**src/rtl/cu_sequencer.sv**
```systemverilog
// Program-driven sequencer for the 16x8 register bank: runs a 16-word program
// as FETCH/EXEC pairs and drives bank, ALU and constant controls each cycle.
module cu_sequencer #(
    parameter int PROG_DEPTH = 16,
    parameter int IW         = 16
) (
    input  logic          clk,
    input  logic          reset,
    input  logic          start,
    input  logic          prog_we,
    input  logic [3:0]    prog_addr,
    input  logic [IW-1:0] prog_data,
    input  logic          ALUzero,
    output logic [7:0]    CUconst,
    output logic [2:0]    InMuxAdd,
    output logic          WE,
    output logic [3:0]    RegAdd,
    output logic [3:0]    OutMuxAdd,
    output logic [2:0]    ALUsel,
    output logic          busy,
    output logic          done,
    output logic [3:0]    pc,
    output logic [7:0]    instr_count
);

    typedef enum logic [1:0] {
        IDLE  = 2'd0,
        FETCH = 2'd1,
        EXEC  = 2'd2,
        HALT  = 2'd3
    } stateT;

    localparam logic [2:0] opMovi = 3'b000;
    localparam logic [2:0] opLda  = 3'b001;
    localparam logic [2:0] opLdb  = 3'b010;
    localparam logic [2:0] opAlu  = 3'b011;
    localparam logic [2:0] opMov  = 3'b100;
    localparam logic [2:0] opJnz  = 3'b101;
    localparam logic [2:0] opNop  = 3'b110;
    localparam logic [2:0] opHalt = 3'b111;

    stateT         state;
    stateT         nextState;
    logic [IW-1:0] progMem [PROG_DEPTH];
    logic [IW-1:0] ir;
    logic [2:0]    opcode;
    logic [3:0]    pcNext;
    logic          runReq;
    logic          unusedIrBit;

    assign opcode      = ir[15:13];
    assign unusedIrBit = ir[12];
    assign runReq      = start && (state == IDLE || state == HALT);

    function automatic logic [7:0] satInc(input logic [7:0] val);
        satInc = (val == 8'hFF) ? val : val + 8'd1;
    endfunction

    // Program memory has no reset so a loaded program survives a reset pulse
    always_ff @(posedge clk) begin
        if (reset && state == IDLE && prog_we) begin
            progMem[prog_addr] <= prog_data;
        end
    end

    always_ff @(posedge clk or negedge reset) begin
        if (!reset) begin
            state <= IDLE;
        end else begin
            state <= nextState;
        end
    end

    always_comb begin
        nextState = state;
        case (state)
            IDLE:    if (start) nextState = FETCH;
            FETCH:   nextState = EXEC;
            EXEC:    nextState = (opcode == opHalt) ? HALT : FETCH;
            HALT:    if (start) nextState = FETCH;
            default: nextState = IDLE;
        endcase
    end

    always_comb begin
        pcNext = pc + 4'd1;
        if (opcode == opJnz && !ALUzero) begin
            pcNext = ir[3:0];
        end else if (opcode == opHalt) begin
            pcNext = pc;
        end
    end

    always_ff @(posedge clk or negedge reset) begin
        if (!reset) begin
            pc          <= 4'd0;
            ir          <= '0;
            instr_count <= 8'd0;
        end else if (runReq) begin
            pc          <= 4'd0;
            instr_count <= 8'd0;
        end else if (state == FETCH) begin
            ir <= progMem[pc];
        end else if (state == EXEC) begin
            pc          <= pcNext;
            instr_count <= satInc(instr_count);
        end
    end

    // Bank controls are live only in EXEC; every other cycle they rest at zero
    always_comb begin
        CUconst   = 8'd0;
        InMuxAdd  = 3'd0;
        WE        = 1'b0;
        RegAdd    = 4'd0;
        OutMuxAdd = 4'd0;
        ALUsel    = 3'd0;
        if (state == EXEC) begin
            case (opcode)
                opMovi: begin
                    InMuxAdd = 3'd2;
                    CUconst  = ir[7:0];
                    RegAdd   = ir[11:8];
                    WE       = 1'b1;
                end
                opLda: begin
                    InMuxAdd = 3'd0;
                    RegAdd   = ir[11:8];
                    WE       = 1'b1;
                end
                opLdb: begin
                    InMuxAdd = 3'd1;
                    RegAdd   = ir[11:8];
                    WE       = 1'b1;
                end
                opAlu: begin
                    ALUsel   = ir[6:4];
                    InMuxAdd = 3'd3;
                    RegAdd   = ir[11:8];
                    WE       = 1'b1;
                end
                opMov: begin
                    InMuxAdd  = 3'd4;
                    OutMuxAdd = ir[3:0];
                    RegAdd    = ir[11:8];
                    WE        = 1'b1;
                end
                opJnz, opNop, opHalt: WE = 1'b0;
                default: WE = 1'b0;
            endcase
        end
    end

    assign busy = (state == FETCH) || (state == EXEC);
    assign done = (state == HALT);

endmodule
```
**config.mk**
```make
export PLATFORM = sky130hd
export DESIGN_NAME = cu_sequencer
export DESIGN_NICKNAME = d
export VERILOG_FILES = /design/src/rtl/cu_sequencer.sv
export SDC_FILE = /design/constraint.sdc
export NUM_CORES = 1
export LEC_CHECK = 0
export ABC_AREA = 1
export CAP_MARGIN = 10
export CELL_PAD_IN_SITES_DETAIL_PLACEMENT = 1
export CELL_PAD_IN_SITES_GLOBAL_PLACEMENT = 2
export CORE_ASPECT_RATIO = 1.2
export CORE_MARGIN = 1
export CORE_UTILIZATION = 40
export DETAILED_ROUTE_END_ITERATION = 16
export PLACE_DENSITY_LB_ADDON = 0.08
export REMOVE_ABC_BUFFERS = 1
export SYNTH_ARGS = -nofsm -noshare
export SYNTH_HDL_FRONTEND = slang
export SYNTH_SLANG_ARGS = --single-unit
export TNS_END_PERCENT = 100
```
**constraint.sdc**
```tcl
create_clock -name clk -period 2.3 [get_ports clk]
set_input_delay 0.69 -clock clk [delete_from_list [all_inputs] [get_ports clk]]
set_output_delay 0.69 -clock clk [all_outputs]
set_load 0.02 [all_outputs]
```
# --- Word level (Yosys, flattened, before mapping) ---
# Memories as Yosys holds them, arrays and structs flattened. A register that Yosys moved wholly into a read port is not among the register bits.
# Index checks and enable logic that the tools add are counted.
classes:
  n_addsub: 2
  multipliers: 0
  div_mod_pow: 0
  magnitude_cmp: 0
  eq_ne: 15
  shifts: 0
  n_mux: 26
  bitwise: 1
  reduce_logical: 17
ops:
  columns: ["op", "n"]
  rows:
  - ["8-bit two-way mux", 6]
  - ["4-bit two-way mux", 9]
  - ["3-bit equality test, second input constant", 4]
  - ["3-bit one-hot mux with 4 select lines", 1]
  - ["3-bit two-way mux", 3]
  - ["8-bit by 1-bit adder with 8-bit output, second input constant", 1]
  - ["8-bit equality test, second input constant", 1]
  - ["3-bit by 2-bit equality test with 1-bit output, second input constant", 2]
  - ["2-bit one-hot mux with 3 select lines", 1]
  - ["3-bit AND reduction", 2]
  - ["5-bit OR reduction", 1]
  - ["4-bit by 1-bit adder with 4-bit output, second input constant", 1]
  - ["2-bit equality test, second input constant", 2]
  - ["1-bit logical AND", 4]
  - ["2-bit two-way mux", 2]
  - ["2-bit inequality test, second input constant", 2]
  - ["3-bit by 1-bit equality test with 1-bit output, second input constant", 1]
  - ["3-bit zero test", 1]
  - ["1-bit two-way mux", 3]
  - ["3-bit by 2-bit inequality test with 1-bit output, second input constant", 1]
  - ["3-bit OR reduction", 1]
  - ["2-bit by 1-bit equality test with 1-bit output, second input constant", 1]
  - ["1-bit zero test", 2]
  - ["2-bit zero test", 1]
  - ["7 further kinds", 8]
word_totals:
  register_bits: 14
  latch_bits: 0
  mem_bits_rw: 256
  rom_bits: 0
  in_bits: 25
  out_inout_bits: 37
  elab_cells: 65
  n_memories: 1
mem_list:
  columns: ["name", "words", "word_bits", "rd", "rd_clocked_by_memory_dff", "write_ports", "line", "source"]
  rows:
  - ["progMem", 16, 16, 1, 1, 1, "44", "logic [IW-1:0] progMem [PROG_DEPTH];"]

# --- Logic depth before layout (Yosys ltp) ---
depth:
  depth_word: 6
  ltp_mapped: 12
  depth_no_buf: 11

# --- Least setup slack after synthesis ---
# Ideal clock, no wire load.
synth_timing:
  kind: "flip-flop to output port"
  from: "reg state[0]"
  to: "out ALUsel[0]"
  t_arrival_ns: 1.584
  required_time_ns: 1.610
  slack_ns: 0.026
  path_stages_with_launch: 7
  n_path_buf: 0
  cell_sequence: "dfrtp_1 > inv_1 > ha_1 > inv_1 > nor2_1 > nand2_1 > nor2_1"
synth_between:
  elab_chain_cells: 2
synth_rtl:
  columns: ["element", "line", "source"]
  rows:
  - ["start: declaration", "42", "stateT state;"]
  - ["start signal: assignment", "70", "state <= nextState;"]
  - ["2-bit equality test", "118", "if (state == EXEC) begin"]
  - ["3-bit two-way mux", "118", null]
  - ["end: declaration", "19", "output logic [2:0] ALUsel,"]
# No other way between the ends.

# --- Final worst setup path ---
layout_timing:
  from: "reg state[0]"
  to: "out CUconst[7]"
layout_between:
  elab_chain_cells: 2
layout_rtl:
  columns: ["element", "line", "source"]
  rows:
  - ["2-bit equality test", "118", null]
  - ["8-bit two-way mux", "118", null]
  - ["end: declaration", "14", "output logic [7:0] CUconst,"]
# No other way between the ends.

==> impl_metrics.ini <==
[place]
gp_congestion = 0.808
dp_hpwl_um = 20100
portBuffers = 60

[power_and_ir_drop]
leakage_uw = 0.00544
power.density_mw_per_mm2 = 1130
finalPower_uw = 15800
irDropWorstVdd_mv = 0.671

[finish]
antenna_cells = 0
fin_nets = 1181
drive_above_1_share_pct = 16.1
num-fill-cells = 3012
area_growth_pct = 22.8

[critical_path]
ff2ff_path_depth = 7
rrSetupSlack_ns = 0.29
timing.rr.start = state[1]
critPathLaunchType = register
required_ns = 1.61
path_max_fanout = 5
end_kind = output pin
cp_data_arrival_time_ns = 1.71
path_class = register to output pin
worstReg2RegEnd = progMem[11][10]

[drt]
drc_errors = 0
wl_um = 31400
postRouteAntennaNets = 0
vias_per_cell = 4.97
routedWlPerCell_um = 20.2
vias = 7696
drt-pass1-iter-count = 4
drt_iter0_markers = 395

[timing]
finalHoldViolCount = 0
max_freq_mhz = 417
fin_skew_ns = 0.00941
setup_viol = 21
rsz0062_at_grt = yes
period_share_pct = 104
hold-worst-slack_ns = 0.484
worst_slack_ns = -0.100
worstMarginPinSlew_ns = 0.717
slew_violations = 0
period_minus_slack_ns = 2.40
slew_headroom_pct = 52.1

[synthesis]
synth_area_sq_mm = 0.0113
synth.most_common_cell = nand2_1
seq_area_frac_synth_pct = 69.9
synth-main-ff-cell = edfxtp_1
async_flop_share_pct = 10.8
syn_area_per_cell_sq_um = 10.9
netlist_instances = 1037
synth_cell_type_count = 26
synth_commonest_cells = nand2_1, edfxtp_1, nand3_1
yosys_register_bits = 269
yosys_warnings = 0
synthTopCellsByArea = edfxtp_1, nand2_1, nand3_1
synth_largest_area_cell = edfxtp_1
yosysTopAreaCellShare_pct = 63.5
synth_edf_count = 240

[clock_network]
clk_pin_slew_ns = 0.06
cts_sinks = 269
cts_tree = yes
insertion_delay_ns = 0.55
h-tree-depth = 1
cts_root_buf = clkbuf_16
cts_buffers = 28
clockBufferDepth = 3

[global_routing]
grt-ovfl-total = 0
grt_pass1_vias = 7835
antenna_found_initial = 0
grt_pass1_wl_um = 48100
track_usage_pct = 22.3
grt_max_degree = 62

[floorplanning]
placementRows = 67
die_w_um = 156
start_util_pct = 40.6
core_area_sq_mm = 0.0279
die_h_um = 186
ios = 62
die_area_sq_mm = 0.0290

[worst_hold_path]
holdPathStages = 2
hp-class = register to register
min_from = ir[8]
holdPathEnd = ir[8]

[run_status]
status = finished with violations
failed_checks = setup timing

[run]
max_cap_viol_count = 0
-- routing by layer --
layer	routed length [um]	up-vias	track usage, %
li1	-	3763	-
met3	793	32	2.39
met2	16800	100	40.8
met5	0	-	0
met4	524	0	4.83
met1	13200	3801	28.1
-- per-stage QoR --
| step | instance area, sq um | setup WS [ns] | std cells | util, % | setup TNS [ns] |
|---|---|---|---|---|---|
| 6_report | 13900 | -0.100 | 1550 | 49.9 | -1.43 |
| 2_1_floorplan | 11000 | -1.63 | 983 | - | -28.59 |
| 3_3_place_gp | 12900 | -0.231 | 1494 | 46.1 | -43.61 |
| 4_1_cts | 13800 | -0.108 | 1548 | 49.5 | -1.46 |
| 3_5_place_dp | 12900 | -0.242 | 1494 | 46.1 | -44.65 |
| 5_1_grt | 13900 | -0.196 | 1550 | 49.9 | -3.34 |
-- layout make-up --
class / count / area (sq um) / area share, %
multi-input cells: 679 / 3140 / 22.5
inverters: 35 / 139 / 0.997
flip-flops and latches: 269 / 7940 / 57.0
clock inverters: 15 / 87.6 / 0.629
repair buffers: 136 / 1390 / 10.0
well taps: 379 / 474 / 3.41
clock buffers: 37 / 756 / 5.43
-- report_power, final --
group	internal [uW]	switching (uW)	leakage, uW	total (uW)
sequential	5580	272	0.00253	5850
clock	2400	1820	0.000412	4220
combinational	1960	3770	0.00250	5730
total	9930	5860	0.00544	15800
-- timing repair --
action / CTS / global route
setup endpoints to repair: 37 / 24
buffers inserted: 1 / 2
pin swaps: 12 / 5
resized for setup: 187 / 22
cloned: 1 / 0
hold buffers: 0 / 0
-- kinds of logic after synthesis --
kind of cell / Yosys count / share of synthesized area, %
compound gates: 19 / 0.882
xor+xnor: 4 / 0.309
fa+ha+maj: 7 / 0.772
buf+inv: 89 / 4.28
flops: 269 / 69.9
simple gates: 649 / 23.8
-- worst max-delay path: stages (launching register included) --
cell	delay [ns]
dfrtp_1	0.39
inv_2	0.08
ha_4	0.14
buf_6	0.11
nand3_4	0.08
buf_8	0.16
nor2_4	0.08
buf_6	0.12
-- how the worst max path moves through the flow --
stage | end | cells after the start | start | slack, ns
global placement | progMem[11][6] | 5 | reset | -0.23
floorplan | ir[0] | 9 | pc[0] | -1.63
finish | CUconst[7] | 7 | state[0] | -0.10
detailed placement | progMem[11][11] | 5 | reset | -0.24
CTS | CUconst[0] | 7 | state[0] | -0.11
global route | OutMuxAdd[0] | 5 | ir[13] | -0.20
-- registers in the layout, summed over array words and instances, names as in the netlist --
signal and count:
pc 4, state 2, progMem 240, ir 15, instr_count 8
-- layout by cell type (no fill, tap or decap), types with 2 or more instances in the layout --
| master | synthesis | layout |
|---|---|---|
| inv_2 | 2 | 6 |
| o21ai_0 | 5 | 5 |
| nand3_1 | 192 | 191 |
| or2_2 | 2 | 2 |
| buf_8 | 0 | 2 |
| o22ai_1 | 4 | 4 |
| buf_12 | 0 | 17 |
| o21ai_1 | 5 | 5 |
| nand2_1 | 401 | 398 |
| edfxtp_1 | 240 | 240 |
| clkbuf_1 | 11 | 8 |
| clkinv_2 | 0 | 4 |
| ha_4 | 0 | 2 |
| buf_4 | 7 | 61 |
| xor2_1 | 3 | 3 |
| nand2_2 | 0 | 2 |
| inv_1 | 32 | 26 |
| dfrtp_1 | 29 | 27 |
| clkinv_1 | 0 | 10 |
| buf_6 | 13 | 20 |
| a21oi_1 | 5 | 5 |
| clkdlybuf4s50_1 | 0 | 23 |
| nor2_4 | 1 | 15 |
| dlygate4sd2_1 | 0 | 12 |
| ha_1 | 7 | 5 |
| clkbuf_16 | 0 | 29 |
| nor2_2 | 0 | 18 |
| inv_4 | 1 | 3 |
| nor2_1 | 49 | 17 |
Note: power is estimated with default switching activity, not from simulation.
